[src/rtl/alu_pipe_acc_if.sv]
// Operand/op request and result/flag response channel of the pipelined ALU.
interface alu_pipe_acc_if #(
  parameter int unsigned WIDTH = 8
);
  logic             in_valid;
  logic             in_ready;
  logic [2:0]       op;
  logic             use_acc;
  logic [WIDTH-1:0] a;
  logic [WIDTH-1:0] b;
  logic             out_valid;
  logic             out_ready;
  logic [WIDTH-1:0] result;
  logic             flag_z;
  logic             flag_n;
  logic             flag_c;
  logic             flag_v;
  logic [WIDTH-1:0] acc;

  // Source/sink side: presents operands, consumes results
  modport master (
    output in_valid, op, use_acc, a, b, out_ready,
    input  in_ready, out_valid, result, flag_z, flag_n, flag_c, flag_v, acc
  );

  // ALU side
  modport slave (
    input  in_valid, op, use_acc, a, b, out_ready,
    output in_ready, out_valid, result, flag_z, flag_n, flag_c, flag_v, acc
  );
endinterface

[src/rtl/alu_pipe_acc.sv]
// Registered ALU with flags, accumulator operand mode and a single valid/ready output stage.
module alu_pipe_acc #(
  parameter int unsigned      WIDTH    = 8,
  parameter logic [WIDTH-1:0] ACC_INIT = '0
) (
  input  logic           clk,
  input  logic           rst,
  alu_pipe_acc_if.slave  bus
);

  localparam int unsigned SHW = $clog2(WIDTH);

  localparam logic [2:0] OP_AND    = 3'b000;
  localparam logic [2:0] OP_OR     = 3'b001;
  localparam logic [2:0] OP_XOR    = 3'b010;
  localparam logic [2:0] OP_NOTA   = 3'b011;
  localparam logic [2:0] OP_ADD    = 3'b100;
  localparam logic [2:0] OP_SUB    = 3'b101;
  localparam logic [2:0] OP_SHL    = 3'b110;
  localparam logic [2:0] OP_CLRACC = 3'b111;

  logic             out_valid_q, out_valid_d;
  logic [WIDTH-1:0] result_q,    result_d;
  logic             flag_z_q,    flag_z_d;
  logic             flag_n_q,    flag_n_d;
  logic             flag_c_q,    flag_c_d;
  logic             flag_v_q,    flag_v_d;
  logic [WIDTH-1:0] acc_q,       acc_d;

  logic             in_ready_c;
  logic             accept_c;
  logic [WIDTH-1:0] opa_c;
  logic [WIDTH-1:0] opb_c;
  logic [WIDTH:0]   sum_ext_c;
  logic [WIDTH:0]   diff_ext_c;
  logic [WIDTH:0]   shl_ext_c;
  logic [WIDTH-1:0] alu_r_c;
  logic             alu_c_c;
  logic             alu_v_c;

  // Single output stage: room whenever it is empty or being drained this cycle
  assign in_ready_c = !out_valid_q || bus.out_ready;
  assign accept_c   = bus.in_valid && in_ready_c;

  // acc_q already holds the previous accepted result, so back-to-back use_acc needs no bubble
  assign opa_c = bus.use_acc ? acc_q : bus.a;
  assign opb_c = bus.b;

  // Combinational datapath: result, carry/borrow and signed overflow
  always_comb begin
    sum_ext_c  = {1'b0, opa_c} + {1'b0, opb_c};
    diff_ext_c = {1'b0, opa_c} - {1'b0, opb_c};
    shl_ext_c  = {1'b0, opa_c} << opb_c[SHW-1:0];
    alu_r_c    = '0;
    alu_c_c    = 1'b0;
    alu_v_c    = 1'b0;
    case (bus.op)
      OP_AND:  alu_r_c = opa_c & opb_c;
      OP_OR:   alu_r_c = opa_c | opb_c;
      OP_XOR:  alu_r_c = opa_c ^ opb_c;
      OP_NOTA: alu_r_c = ~opa_c;
      OP_ADD: begin
        alu_r_c = sum_ext_c[WIDTH-1:0];
        alu_c_c = sum_ext_c[WIDTH];
        alu_v_c = (opa_c[WIDTH-1] == opb_c[WIDTH-1]) &&
                  (sum_ext_c[WIDTH-1] != opa_c[WIDTH-1]);
      end
      OP_SUB: begin
        // Borrow shows up as the extension bit of the unsigned difference
        alu_r_c = diff_ext_c[WIDTH-1:0];
        alu_c_c = diff_ext_c[WIDTH];
        alu_v_c = (opa_c[WIDTH-1] != opb_c[WIDTH-1]) &&
                  (diff_ext_c[WIDTH-1] != opa_c[WIDTH-1]);
      end
      OP_SHL: begin
        // Extension bit catches the last bit shifted out; zero for a shift of 0
        alu_r_c = shl_ext_c[WIDTH-1:0];
        alu_c_c = shl_ext_c[WIDTH];
      end
      OP_CLRACC: alu_r_c = ACC_INIT;
      default:   alu_r_c = '0;
    endcase
  end

  // Next-state for the output stage and accumulator
  always_comb begin
    out_valid_d = out_valid_q;
    result_d    = result_q;
    flag_z_d    = flag_z_q;
    flag_n_d    = flag_n_q;
    flag_c_d    = flag_c_q;
    flag_v_d    = flag_v_q;
    acc_d       = acc_q;
    if (accept_c) begin
      out_valid_d = 1'b1;
      result_d    = alu_r_c;
      flag_z_d    = (alu_r_c == '0);
      flag_n_d    = alu_r_c[WIDTH-1];
      flag_c_d    = alu_c_c;
      flag_v_d    = alu_v_c;
      acc_d       = alu_r_c;
    end else if (bus.out_ready) begin
      out_valid_d = 1'b0;
    end
  end

  // State registers with synchronous reset
  always_ff @(posedge clk) begin
    if (rst) begin
      out_valid_q <= 1'b0;
      result_q    <= '0;
      flag_z_q    <= 1'b0;
      flag_n_q    <= 1'b0;
      flag_c_q    <= 1'b0;
      flag_v_q    <= 1'b0;
      acc_q       <= ACC_INIT;
    end else begin
      out_valid_q <= out_valid_d;
      result_q    <= result_d;
      flag_z_q    <= flag_z_d;
      flag_n_q    <= flag_n_d;
      flag_c_q    <= flag_c_d;
      flag_v_q    <= flag_v_d;
      acc_q       <= acc_d;
    end
  end

  assign bus.in_ready  = in_ready_c;
  assign bus.out_valid = out_valid_q;
  assign bus.result    = result_q;
  assign bus.flag_z    = flag_z_q;
  assign bus.flag_n    = flag_n_q;
  assign bus.flag_c    = flag_c_q;
  assign bus.flag_v    = flag_v_q;
  assign bus.acc       = acc_q;

endmodule
[src/flat_wrapper.sv]
// flat-port wrapper written by rule: the top's interface ports become plain ports
module alu_pipe_acc_flat 
#(
  parameter int unsigned      WIDTH    = 8,
  parameter logic [WIDTH-1:0] ACC_INIT = '0
)
  (clk, rst, bus_in_valid, bus_op, bus_use_acc, bus_a, bus_b, bus_out_ready, bus_in_ready, bus_out_valid, bus_result, bus_flag_z, bus_flag_n, bus_flag_c, bus_flag_v, bus_acc);
  alu_pipe_acc_if #(.WIDTH(WIDTH)) bus_i ();
  input  logic clk;
  input  logic rst;
  input wire logic [$bits(bus_i.in_valid)-1:0] bus_in_valid;
  input wire logic [$bits(bus_i.op)-1:0] bus_op;
  input wire logic [$bits(bus_i.use_acc)-1:0] bus_use_acc;
  input wire logic [$bits(bus_i.a)-1:0] bus_a;
  input wire logic [$bits(bus_i.b)-1:0] bus_b;
  input wire logic [$bits(bus_i.out_ready)-1:0] bus_out_ready;
  output wire logic [$bits(bus_i.in_ready)-1:0] bus_in_ready;
  output wire logic [$bits(bus_i.out_valid)-1:0] bus_out_valid;
  output wire logic [$bits(bus_i.result)-1:0] bus_result;
  output wire logic [$bits(bus_i.flag_z)-1:0] bus_flag_z;
  output wire logic [$bits(bus_i.flag_n)-1:0] bus_flag_n;
  output wire logic [$bits(bus_i.flag_c)-1:0] bus_flag_c;
  output wire logic [$bits(bus_i.flag_v)-1:0] bus_flag_v;
  output wire logic [$bits(bus_i.acc)-1:0] bus_acc;
  assign bus_i.in_valid = bus_in_valid;
  assign bus_i.op = bus_op;
  assign bus_i.use_acc = bus_use_acc;
  assign bus_i.a = bus_a;
  assign bus_i.b = bus_b;
  assign bus_i.out_ready = bus_out_ready;
  assign bus_in_ready = bus_i.in_ready;
  assign bus_out_valid = bus_i.out_valid;
  assign bus_result = bus_i.result;
  assign bus_flag_z = bus_i.flag_z;
  assign bus_flag_n = bus_i.flag_n;
  assign bus_flag_c = bus_i.flag_c;
  assign bus_flag_v = bus_i.flag_v;
  assign bus_acc = bus_i.acc;
  alu_pipe_acc #(.WIDTH(WIDTH), .ACC_INIT(ACC_INIT)) u_core (.clk(clk), .rst(rst), .bus(bus_i));
endmodule
[config.mk]
export PLATFORM = sky130hd
export DESIGN_NAME = alu_pipe_acc_flat
export DESIGN_NICKNAME = d
export VERILOG_FILES = /design/src/rtl/alu_pipe_acc_if.sv /design/src/rtl/alu_pipe_acc.sv /design/src/flat_wrapper.sv
export SDC_FILE = /design/constraint.sdc
export NUM_CORES = 1
export LEC_CHECK = 0
export CAP_MARGIN = 30
export CELL_PAD_IN_SITES_DETAIL_PLACEMENT = 0
export CELL_PAD_IN_SITES_GLOBAL_PLACEMENT = 1
export CORE_AREA = 3 3 80 82
export DETAILED_ROUTE_END_ITERATION = 8
export DIE_AREA = 0 0 83 85
export GPL_ROUTABILITY_DRIVEN = 0
export PLACE_DENSITY = 0.82
export SYNTH_ARGS = -nofsm -noshare
export SYNTH_HDL_FRONTEND = slang
export SYNTH_SLANG_ARGS = --single-unit
[constraint.sdc]
create_clock -name clk -period 4.37 [get_ports clk]
set_input_delay 1.311 -clock clk [delete_from_list [all_inputs] [get_ports clk]]
set_output_delay 1.311 -clock clk [all_outputs]
set_load 0.05 [all_outputs]
==> flow_summary.yaml <==
power_and_ir_drop:
  ir_drop_uv: 157
  switching_share_pct: 42.6
  p_switching_uw: 287
  p_int_uw: 386
  leakagePower_nw: 1.28
  cellPowerDensity_nw_per_um2: 229
  pwr-share-clk_pct: 18.1
  comb_power_share_pct: 63.1
  total_power_uw: 673
  power_frac_seq_pct: 18.8
detailed_routing:
  dr.pass1.iters: 4
  top_layer: "met4"
  vias: 2326
  wl_met2_um: 3100
  wl_per_cell_um: 15.5
  viasPerCell: 5.46
  routed_wirelength_um: 6590
  wl_met1_um: 3100
  drc: 0
  drt_iter0_markers: 224
  wl_met3_um: 337
  drtAntennaViolNets: 0
global_route:
  overflow: 0
  grt_pass1_wl_um: 11300
  antenna_found_initial: 0
  grt_usage_pct: 19.0
  grt_max_degree: 26
  grt_pass1_vias: 2297
logic_synthesis:
  synth.avg_cell_area_um2: 7.54
  ys_ff_latch: 12
  async_flop_share_pct: 0
  synth.cell_area_um2: 2180
  synth_flop_cell: "dfxtp_1"
  ys_types: 55
  synth_edf_count: 0
  yosysWarnings: 0
  synth_cells: 289
  syn_nets: 341
  ys_seq_area_share_pct: 11.0
clock_tree:
  clock_sinks: 12
  cts_setup_buffers: 0
  clockBufferDepth: 2
  path_clk_slew_ns: 0.05
  tritoncts: "done"
  clock_latency_ns: 0.24
  root_buffer: "clkbuf_8"
  numCtsBuffers: 3
  cts_max_level: 1
finish:
  diodes: 0
  final_cell_mix: "44 x clkdlybuf4s50_1, 40 x buf_4, 27 x nor2_1"
  layout.nets: 404
  final_layout_size_suffix_gt1_share_pct: 16.8
  fin_cells: 426
  final_core_util_pct: 50.5
  final_common_cell: "clkdlybuf4s50_1"
  syn2layout_area_growth_pct: 34.6
sta:
  timing.final.crit_period_ns: 4.24
  drv_slew: 0
  timing.hold.ws_ns: 0.463
  finalSetupViolations: 0
  relSlewSlack_pct: 66.1
  fin_crit_sh_pct: 97.0
  finClkSkew_ns: 0.000899
  worstMarginPinSlew_ns: 0.507
  final_hold_viol_count: 0
  fmax_ghz: 0.236
  rsz0062_at_grt: "false"
placement:
  dp_cells: 422
  dp_hpwl_um: 5410
  io_buffer_count: 45
die:
  io_pins: 46
  die_h_um: 85
  die_w_um: 83
  start_util_pct: 37.5
  core_area_um2: 5820
  die_area_um2: 7060
  rows: 28
worst_hold_path:
  hold_class: "register to register"
setup_path:
  end_kind: "register"
  path_max_fanout: 5
  required_ns: 4.53
  arrival_ns: 4.40
  cp-start-kind: "primary input"
  worstSetupPathType: "primary input to register"
outcome:
  status: "completed"
job:
  cap_viol_max_count: 0
-- per-stage QoR --
stage	area, um^2	worst slack, ns	setup TNS [ns]
6_report	2930	0.133	0
5_1_grt	2930	0.0110	0
4_1_cts	2930	0.151	0
3_5_place_dp	2870	-0.0965	-0.106
3_3_place_gp	2870	-0.0426	-0.0426
2_1_floorplan	2180	0.567	0
-- cells in the mapped netlist (all sizes together) (2+ instances only) --
master,instances,area share [%]
nand3b,2,0.69
a211oi,13,4.5
and4b,3,1.4
inv,25,4.3
nand4,3,0.86
nor3,8,1.8
o21ai,19,4.4
mux2,4,2.1
buf,12,4.1
o22ai,2,0.57
a31oi,2,0.57
nand3,3,0.69
a221oi,2,0.80
fa,2,1.8
o221ai,2,0.80
dfxtp,12,11
xnor2,6,2.4
o32ai,2,1.1
or4,4,1.4
and2,2,0.57
mux2i,11,5.1
or3,3,0.86
a21o,3,1.0
nor2,27,4.6
nor2b,7,2.0
a21oi,20,4.6
o31ai,3,1.3
nor3b,2,0.69
nand2,13,2.2
xor2,2,0.80
clkbuf,14,2.5
o21bai,2,0.69
nand2b,3,0.86
ha,26,15
mux4,3,3.3
a2bb2oi,2,0.80
o211ai,6,2.1
a311oi,3,1.2
-- power by group through the flow --
stage | logic [mW] | clock network, mW | registers [mW]
after floorplan | 0.245 | 0 | 0.156
after global placement | 0.418 | 0 | 0.128
after CTS | 0.422 | 0.125 | 0.127
after detailed placement | 0.419 | 0 | 0.129
after global routing | 0.463 | 0.128 | 0.128
final | 0.425 | 0.122 | 0.127
-- metal layers --
metal | track usage [%] | vias up
met5 | 0 | -
met4 | 4.46 | 0
met3 | 1.46 | 4
met2 | 33.7 | 80
met1 | 25.0 | 1075
li1 | - | 1167
-- cell type report --
type,count,area [um^2]
fillers,578,2880
multi-input cells,226,1710
repair buffers,84,741
flip-flops and latches,12,240
inverters,25,93.8
well taps,75,93.8
clock buffers,4,55.1
-- state kept, by name (all words and copies together), names as in the netlist --
name                  flops
u_core.bus.flag_v         1
u_core.bus.out_valid      1
u_core.bus.result         7
u_core.bus.flag_c         1
u_core.bus.flag_z         1
u_core.bus.flag_n         1
-- cells by family after synthesis --
group / synth area share, %
buffers and inverters: 10.8
adder cells (fa/ha/maj): 16.8
AO/OA/AOI/OAI: 27.5
XOR/XNOR: 3.21
AND/OR/NAND/NOR: 20.3
multiplexers: 10.4
flip-flops: 11.0
-- worst paths after layout --
kind / depth (start not counted) / endpoint / slack, ns / from
min: 2 / u_core.bus.flag_v / 0.46 / u_core.bus.flag_v
min reg2reg: 2 / u_core.bus.flag_v / 0.46 / u_core.bus.flag_v
max: 12 / u_core.bus.flag_z / 0.13 / bus_use_acc
max reg2reg: 12 / u_core.bus.flag_z / 1.50 / u_core.bus.result[0]
-- worst max-delay path, stage by stage --
cell and delay [ns]:
clkdlybuf4s50_1 0.56, mux2_2 0.42, buf_4 0.17, ha_1 0.19, a211oi_1 0.31, buf_4 0.19
o21ai_0 0.13, a21oi_1 0.31, xor2_1 0.18, nor3_1 0.07, a311o_1 0.31, o31ai_2 0.23
-- timing repair --
action,in CTS,in global routing
gates resized for setup,0,2
endpoints found under the hold margin,0,0
endpoints found under the setup margin,0,1
hold buffers,0,0
Power figures use the tool's default switching activity.
